--- src/rtl/fpu_resq_pkg.sv ---
// Shared types and encodings for the FPU result queue: entry layout, read selects,
// status word bit positions and the FPU unit numbering carried in each entry.
package fpu_resq_pkg;

    localparam int UNITS   = 11;
    localparam int DATA_W  = 32;
    localparam int FLAGS_W = 5;
    localparam int OP_W    = 2;
    localparam int UNIT_W  = 4;

    typedef struct packed {
        logic [DATA_W-1:0]  data;
        logic [FLAGS_W-1:0] flags;
        logic [OP_W-1:0]    op;
        logic [UNIT_W-1:0]  unit;
    } entry_t;

    typedef enum logic [1:0] {
        SEL_DATA   = 2'd0,
        SEL_TAG    = 2'd1,
        SEL_STATUS = 2'd2,
        SEL_STICKY = 2'd3
    } rd_sel_e;

    localparam int ST_COUNT_LSB = 0;
    localparam int ST_EMPTY_BIT = 8;
    localparam int ST_FULL_BIT  = 9;
    localparam int ST_OVF_BIT   = 10;
    localparam int ST_UDF_BIT   = 11;
    localparam int ST_DROP_LSB  = 16;

    // Bit index of res_valid that names each unit.
    typedef enum logic [3:0] {
        UNIT_FCLASS  = 4'd0,
        UNIT_FMV     = 4'd1,
        UNIT_FCVT_FI = 4'd2,
        UNIT_FCVT_IF = 4'd3,
        UNIT_FCMP    = 4'd4,
        UNIT_FMINMAX = 4'd5,
        UNIT_FSGNJ   = 4'd6,
        UNIT_FMA     = 4'd7,
        UNIT_FMUL    = 4'd8,
        UNIT_FDIV    = 4'd9,
        UNIT_FSQRT   = 4'd10
    } unit_e;

    // Highest set valid bit wins when several units report together.
    function automatic logic [UNIT_W-1:0] unit_of(input logic [UNITS-1:0] vld);
        logic [UNIT_W-1:0] u;
        u = '0;
        for (int i = 0; i < UNITS; i++) begin
            if (vld[i]) u = UNIT_W'(i);
        end
        return u;
    endfunction

    function automatic logic [31:0] tag_word(input entry_t e);
        return {19'b0, e.unit, e.op, e.flags, 2'b0};
    endfunction

endpackage

--- src/rtl/fpu_result_queue_if.sv ---
// Result-push and register-read bus of the FPU result queue; the queue is the slave.
interface fpu_result_queue_if;
    logic [10:0] res_valid;
    logic [31:0] res_data;
    logic [4:0]  res_flags;
    logic [1:0]  res_op;
    logic        rd_en;
    logic [1:0]  rd_sel;
    logic        flags_clr;
    logic [31:0] rd_data;
    logic        rd_ack;
    logic        irq;
    logic        empty;
    logic        full;

    modport slave (
        input  res_valid, res_data, res_flags, res_op, rd_en, rd_sel, flags_clr,
        output rd_data, rd_ack, irq, empty, full
    );

    modport master (
        output res_valid, res_data, res_flags, res_op, rd_en, rd_sel, flags_clr,
        input  rd_data, rd_ack, irq, empty, full
    );
endinterface

--- src/rtl/fpu_resq_ram.sv ---
// Entry storage with write/read pointers and fill count; the caller guarantees
// push never happens on a full queue without a simultaneous pop.
module fpu_resq_ram
    import fpu_resq_pkg::*;
#(
    parameter int DEPTH = 8,
    localparam int AW = (DEPTH > 1) ? $clog2(DEPTH) : 1,
    localparam int CW = AW + 1
) (
    input  logic          clk,
    input  logic          rst,
    input  logic          push,
    input  logic          pop,
    input  entry_t        wr_entry,
    output entry_t        head_entry,
    output logic [CW-1:0] count
);

    entry_t        mem [DEPTH];
    logic [AW-1:0] wr_ptr_q, wr_ptr_d;
    logic [AW-1:0] rd_ptr_q, rd_ptr_d;
    logic [CW-1:0] count_q, count_d;

    always_comb begin
        wr_ptr_d = wr_ptr_q;
        rd_ptr_d = rd_ptr_q;
        count_d  = count_q;
        if (push) wr_ptr_d = wr_ptr_q + AW'(1);
        if (pop)  rd_ptr_d = rd_ptr_q + AW'(1);
        case ({push, pop})
            2'b10:   count_d = count_q + CW'(1);
            2'b01:   count_d = count_q - CW'(1);
            default: count_d = count_q;
        endcase
    end

    always_ff @(posedge clk or posedge rst) begin
        if (rst) begin
            wr_ptr_q <= '0;
            rd_ptr_q <= '0;
            count_q  <= '0;
        end else begin
            wr_ptr_q <= wr_ptr_d;
            rd_ptr_q <= rd_ptr_d;
            count_q  <= count_d;
        end
    end

    // Storage is left unreset; the pointers alone decide what is valid.
    always_ff @(posedge clk) begin
        if (push) mem[wr_ptr_q] <= wr_entry;
    end

    assign head_entry = mem[rd_ptr_q];
    assign count      = count_q;

endmodule

--- src/rtl/fpu_result_queue.sv ---
// FPU result queue: captures FPU results, exposes head/tag/status/sticky registers.
// Optional macro FPU_RESQ_THRESH_IRQ_EN switches irq to fill-threshold/overflow mode.
module fpu_result_queue
    import fpu_resq_pkg::*;
#(
    parameter int DEPTH  = 8,
    parameter int THRESH = 4
) (
    input logic                 clk,
    input logic                 rst,
    fpu_result_queue_if.slave   bus
);

    localparam int AW = (DEPTH > 1) ? $clog2(DEPTH) : 1;
    localparam int CW = AW + 1;
    // An out-of-range THRESH leaves irq permanently low rather than misfiring.
    localparam bit THRESH_OK = (THRESH >= 1) && (THRESH <= DEPTH);

    entry_t        wr_entry, head_entry;
    logic [CW-1:0] count_w;
    logic          empty_w, full_w;
    logic          push_req, pop, accept, drop, rd_data_sel;
    logic [31:0]   status_w;

    logic [4:0]  sticky_q, sticky_d;
    logic        overflow_q, overflow_d;
    logic        underflow_q, underflow_d;
    logic [7:0]  drop_cnt_q, drop_cnt_d;
    logic [31:0] rd_data_q, rd_data_d;
    logic        rd_ack_q, rd_ack_d;
    logic        irq_q, irq_d;

    fpu_resq_ram #(.DEPTH(DEPTH)) u_ram (
        .clk        (clk),
        .rst        (rst),
        .push       (accept),
        .pop        (pop),
        .wr_entry   (wr_entry),
        .head_entry (head_entry),
        .count      (count_w)
    );

    assign empty_w = (count_w == '0);
    assign full_w  = (count_w == CW'(DEPTH));

    always_comb begin
        wr_entry.data  = bus.res_data;
        wr_entry.flags = bus.res_flags;
        wr_entry.op    = bus.res_op;
        wr_entry.unit  = unit_of(bus.res_valid);

        push_req    = |bus.res_valid;
        rd_data_sel = bus.rd_en && (bus.rd_sel == SEL_DATA);
        pop         = rd_data_sel && !empty_w;
        // A pop in the same cycle frees the slot a full queue needs.
        accept      = push_req && (!full_w || pop);
        drop        = push_req && full_w && !pop;

        status_w = '0;
        status_w[ST_COUNT_LSB +: 8] = 8'(count_w);
        status_w[ST_EMPTY_BIT]      = empty_w;
        status_w[ST_FULL_BIT]       = full_w;
        status_w[ST_OVF_BIT]        = overflow_q;
        status_w[ST_UDF_BIT]        = underflow_q;
        status_w[ST_DROP_LSB +: 8]  = drop_cnt_q;

        // Clear happens first so events of the clearing cycle still register.
        sticky_d    = bus.flags_clr ? 5'b0 : sticky_q;
        overflow_d  = (overflow_q && !bus.flags_clr) || drop;
        underflow_d = (underflow_q && !bus.flags_clr) || (rd_data_sel && empty_w);
        drop_cnt_d  = bus.flags_clr ? 8'd0 : drop_cnt_q;
        if (accept) sticky_d = sticky_d | bus.res_flags;
        if (drop && (drop_cnt_d != 8'hFF)) drop_cnt_d = drop_cnt_d + 8'd1;

        rd_ack_d  = bus.rd_en;
        rd_data_d = '0;
        if (bus.rd_en) begin
            case (bus.rd_sel)
                SEL_DATA:   rd_data_d = empty_w ? 32'd0 : head_entry.data;
                SEL_TAG:    rd_data_d = empty_w ? 32'd0 : tag_word(head_entry);
                SEL_STATUS: rd_data_d = status_w;
                default:    rd_data_d = {27'b0, sticky_q};
            endcase
        end

`ifdef FPU_RESQ_THRESH_IRQ_EN
        irq_d = THRESH_OK && ((count_w >= CW'(THRESH)) || overflow_q);
`else
        irq_d = THRESH_OK && !empty_w;
`endif
    end

    always_ff @(posedge clk or posedge rst) begin
        if (rst) begin
            sticky_q    <= '0;
            overflow_q  <= 1'b0;
            underflow_q <= 1'b0;
            drop_cnt_q  <= '0;
            rd_data_q   <= '0;
            rd_ack_q    <= 1'b0;
            irq_q       <= 1'b0;
        end else begin
            sticky_q    <= sticky_d;
            overflow_q  <= overflow_d;
            underflow_q <= underflow_d;
            drop_cnt_q  <= drop_cnt_d;
            rd_data_q   <= rd_data_d;
            rd_ack_q    <= rd_ack_d;
            irq_q       <= irq_d;
        end
    end

    assign bus.rd_data = rd_data_q;
    assign bus.rd_ack  = rd_ack_q;
    assign bus.irq     = irq_q;
    assign bus.empty   = empty_w;
    assign bus.full    = full_w;

endmodule

--- src/flat_wrapper.sv ---
// flat-port wrapper written by rule: the top's interface ports become plain ports
module fpu_result_queue_flat import fpu_resq_pkg::*;
#(
    parameter int DEPTH  = 8,
    parameter int THRESH = 4
)
  (clk, rst, bus_res_valid, bus_res_data, bus_res_flags, bus_res_op, bus_rd_en, bus_rd_sel, bus_flags_clr, bus_rd_data, bus_rd_ack, bus_irq, bus_empty, bus_full);
  fpu_result_queue_if bus_i ();
  input logic clk;
  input logic rst;
  input wire logic [$bits(bus_i.res_valid)-1:0] bus_res_valid;
  input wire logic [$bits(bus_i.res_data)-1:0] bus_res_data;
  input wire logic [$bits(bus_i.res_flags)-1:0] bus_res_flags;
  input wire logic [$bits(bus_i.res_op)-1:0] bus_res_op;
  input wire logic [$bits(bus_i.rd_en)-1:0] bus_rd_en;
  input wire logic [$bits(bus_i.rd_sel)-1:0] bus_rd_sel;
  input wire logic [$bits(bus_i.flags_clr)-1:0] bus_flags_clr;
  output wire logic [$bits(bus_i.rd_data)-1:0] bus_rd_data;
  output wire logic [$bits(bus_i.rd_ack)-1:0] bus_rd_ack;
  output wire logic [$bits(bus_i.irq)-1:0] bus_irq;
  output wire logic [$bits(bus_i.empty)-1:0] bus_empty;
  output wire logic [$bits(bus_i.full)-1:0] bus_full;
  assign bus_i.res_valid = bus_res_valid;
  assign bus_i.res_data = bus_res_data;
  assign bus_i.res_flags = bus_res_flags;
  assign bus_i.res_op = bus_res_op;
  assign bus_i.rd_en = bus_rd_en;
  assign bus_i.rd_sel = bus_rd_sel;
  assign bus_i.flags_clr = bus_flags_clr;
  assign bus_rd_data = bus_i.rd_data;
  assign bus_rd_ack = bus_i.rd_ack;
  assign bus_irq = bus_i.irq;
  assign bus_empty = bus_i.empty;
  assign bus_full = bus_i.full;
  fpu_result_queue #(.DEPTH(DEPTH), .THRESH(THRESH)) u_core (.clk(clk), .rst(rst), .bus(bus_i));
endmodule
--- config.mk ---
export PLATFORM = sky130hd
export DESIGN_NAME = fpu_result_queue_flat
export DESIGN_NICKNAME = d
export VERILOG_FILES = /design/src/rtl/fpu_resq_pkg.sv /design/src/rtl/fpu_result_queue_if.sv /design/src/rtl/fpu_resq_ram.sv /design/src/rtl/fpu_result_queue.sv /design/src/flat_wrapper.sv
export SDC_FILE = /design/constraint.sdc
export NUM_CORES = 1
export LEC_CHECK = 0
export ABC_CLOCK_PERIOD_IN_PS = 7100
export CAP_MARGIN = 20
export CORE_AREA = 10 10 174 176
export CTS_CLUSTER_DIAMETER = 120
export DETAILED_ROUTE_END_ITERATION = 10
export DIE_AREA = 0 0 184 186
export PLACE_DENSITY = 0.83
export RECOVER_POWER = 100
export SYNTH_ARGS = -nofsm -noshare
export SYNTH_HDL_FRONTEND = slang
export SYNTH_SLANG_ARGS = --single-unit
export TNS_END_PERCENT = 30
--- constraint.sdc ---
create_clock -name clk -period 7.1 [get_ports clk]
set_clock_uncertainty 0.1 [all_clocks]
set_input_delay 0.71 -clock clk [delete_from_list [all_inputs] [get_ports clk]]
set_output_delay 0.71 -clock clk [all_outputs]
set_load 0.005 [all_outputs]
==> impl_metrics.tcl <==
set metrics [dict create \
    worst_pin_slew_ns 3.78 \
    insertion_delay_ns 0.53 \
    fp.coreArea_um2 26700 \
    synth-adder-area-share 0.00531 \
    status "finished with violations" \
    relSlewSlack -1.52 \
    synth_top_family_by_area "multiplexers" \
    layout.nets 948 \
    hold_viol 0 \
    cts-buffers-inserted 39 \
    clk_path_buf_depth 3 \
    cp_max_fo 35 \
    h-tree-depth 2 \
    grt_pass1_wl_mm 50.8 \
    synth_area_um2 15600 \
    grt_pass1_vias 8351 \
    yosys_most_used_dff "edfxtp_1" \
    drt_pre_antenna_iters 6 \
    min_path_type "reg -> reg" \
    worst-setup-path-type "in -> reg" \
    clkTransAtPathRegs_ns 0.07 \
    final_core_util 0.681 \
    synthXorXnorAreaFrac 0.00675 \
    max_freq_mhz 182 \
    postRouteAntennaNets 0 \
    drv_slew 243 \
    crit_chain "dlygate4sd3_1, nand2b_1, o21ai_0, and2b_1, nand2_1, nor3b_1, clkbuf_2" \
    wl_per_cell_um 26.4 \
    critPathMaxStageDelay_ns 1.26 \
    viasPerCell 6.20 \
    drive_gt1_frac 0.165 \
    cts_setup_buffers 0 \
    rr_worst_depth 4 \
    die_area_um2 34200 \
    p_leak_nw 6.36 \
    synth_top_cell_area_share 0.664 \
    period_share 0.773 \
    drv_cap 7 \
    yosysSeqAreaShare 0.759 \
    num_rows 60 \
    crit_arrival_ns 5.53 \
    initialDrtViolationCount 871 \
    grt_max_degree 60 \
    ys_warn_count 0 \
    whs_path_depth 2 \
    dp_hpwl_mm 19.4 \
    synth_common_cells "344 x edfxtp_1, 77 x mux4_2, 59 x dfrtp_1" \
    antenna_found_initial 2 \
    vias 7807 \
    io_buffers 91 \
    p_per_area_nw_per_um2 427 \
    overflow 0 \
    track_usage 0.198 \
    rsz0062_at_grt "false" \
    ys_ff_latch 403 \
    drc_errors 0 \
    async_flop_share 0.146 \
    area_delta_synth_final_pct 16.9 \
    post-synth-top-count-cell "edfxtp_1" \
    gp_congestion 0.849 \
    cts_tree "built" \
    required_ns 7.15 \
    netlist_top_cells_area "edfxtp_1 66%, mux4_2 11%, dfrtp_1 9.5%, mux2i_1 3.6%, nand2_1 0.82%" \
    synthMuxAreaShare 0.149 \
    cts-root-buf "clkbuf_16" \
    crit_slowest_cell "nor3b_1" \
    tns_ns 0 \
    fp.dieH_um 186 \
    setup_viol 0 \
    syn_area_per_cell_um2 20.2 \
    fill_cells 1614 \
    synth.largest_area_cell "edfxtp_1" \
    cts.sinks 403 \
    ir_worst_vdd_mv 0.229 \
    routed_wl_mm 33.2 \
    cts_resized 0 \
    synth_cell_types 56 \
    whs_ns 0.425 \
    violations "max-capacitance violations, max-slew violations" \
    die_x_um 184 \
    initial_core_util 0.582 \
    io_pins 92 \
    start_kind "primary input" \
    synth_edf_count 344 \
    hold_buffers 0 \
    critPathCaptureType "flop" \
    finalCriticalPeriod_ns 5.49 \
    synth-compound-area-share 0.0232 \
    synth_simple_gate_area_frac 0.0409 \
    synthCells 772 \
    synthesis.nets 834 \
]
-- flip-flops by register name, indices dropped and copies added (netlist names) --
register,flops
u_core.bus.rd_data,32
u_core.u_ram.count,4
u_core.u_ram.wr_ptr_q,3
u_core.overflow_q,1
u_core.u_ram.rd_ptr_q,3
u_core.bus.irq,1
u_core.u_ram.mem,344
u_core.sticky_q,5
u_core.drop_cnt_q,8
u_core.bus.rd_ack,1
u_core.underflow_q,1
-- metal layers --
| metal | part of all wire | vias to the layer above | GRT usage |
|---|---|---|---|
| li1 | - | 3326 | - |
| met1 | 0.39 | 4105 | 0.252 |
| met2 | 0.52 | 324 | 0.336 |
| met3 | 0.070 | 50 | 0.0429 |
| met4 | 0.018 | 2 | 0.0616 |
| met5 | 0.00030 | - | 0 |
-- per-stage QoR --
step / cells / worst slack (ns) / area (um2) / power, mW
6_report: 1259 / 1.61 / 18200 / 7.76
5_1_grt: 1258 / 1.35 / 18200 / 8.08
4_1_cts: 1258 / 2.84 / 18300 / 7.87
3_5_place_dp: 1186 / 2.37 / 16900 / 5.54
3_3_place_gp: 1186 / 2.56 / 16900 / 5.46
2_1_floorplan: 772 / 0.357 / 15600 / 4.90
-- worst paths after layout --
check,from,end,slack [ns]
hold reg to reg,u_core.drop_cnt_q[5]$_DFF_PP0_,u_core.bus.rd_data[21]$_DFF_PP0_,0.43
setup reg to reg,u_core.u_ram.rd_ptr_q[0]$_DFFE_PP0P_,u_core.bus.rd_data[16]$_DFF_PP0_,2.12
max in group asynchronous,rst,u_core.u_ram.rd_ptr_q[1]$_DFFE_PP0P_,2.25
min in group asynchronous,rst,u_core.bus.rd_data[10]$_DFF_PP0_,1.99
setup / recovery,bus_rd_sel[0],u_core.u_ram.mem[3][34]$_DFFE_PP_,1.61
hold / removal,u_core.drop_cnt_q[5]$_DFF_PP0_,u_core.bus.rd_data[21]$_DFF_PP0_,0.43
-- cells by family (layout without fill, tap and decap cells) --
family | Yosys count | in the layout
other | 0 | 1
AO/OA/AOI/OAI | 53 | 53
buffers and inverters | 49 | 194
flip-flops | 403 | 403
adder cells (fa/ha/maj) | 6 | 6
multiplexers | 135 | 135
AND/OR/NAND/NOR | 114 | 114
XOR/XNOR | 12 | 12
-- final cells by class --
class                      instances  area, um2  share of cell area
antenna                            1       2.50            0.000138
clock buffer                      50       1080              0.0593
clock inverter                    22        372              0.0204
inverter                          14       52.6             0.00289
multi-input combinational        320       3450               0.190
sequential                       403      11800               0.649
tap                              341        427              0.0235
timing repair buffer             108        996              0.0548
-- worst max-delay path, delay by kind of cell --
| family | cells | cell delay [ns] |
|---|---|---|
| and+or+nand+nor | 4 | 2.19 |
| buffers and inverters | 2 | 1.83 |
| AOI/OAI and AO/OA | 1 | 0.76 |
-- power breakdown --
part / switching, mW / internal (mW)
logic: 0.990 / 0.852
clock network: 0.850 / 1.44
registers: 0.347 / 3.28
-- cells in the final DEF, fill, tap and decap left out, drive strengths merged, types with 4 or more instances in the layout --
master | netlist | routed
buf | 29 | 5
clkdlybuf4s50 | 0 | 11
nand3 | 10 | 10
o22ai | 8 | 8
nor2b | 8 | 8
xnor2 | 10 | 10
bufinv | 0 | 10
mux2i | 56 | 56
ha | 5 | 5
nor2 | 23 | 23
edfxtp | 344 | 344
nor4 | 4 | 4
a22oi | 15 | 15
dfrtp | 59 | 59
o21ai | 14 | 14
a21oi | 4 | 4
nor3 | 8 | 8
inv | 14 | 13
nand2 | 34 | 34
clkinv | 0 | 12
clkbuf | 6 | 62
dlygate4sd3 | 0 | 80
mux4 | 77 | 77
Note: power is estimated with default switching activity, not from simulation.
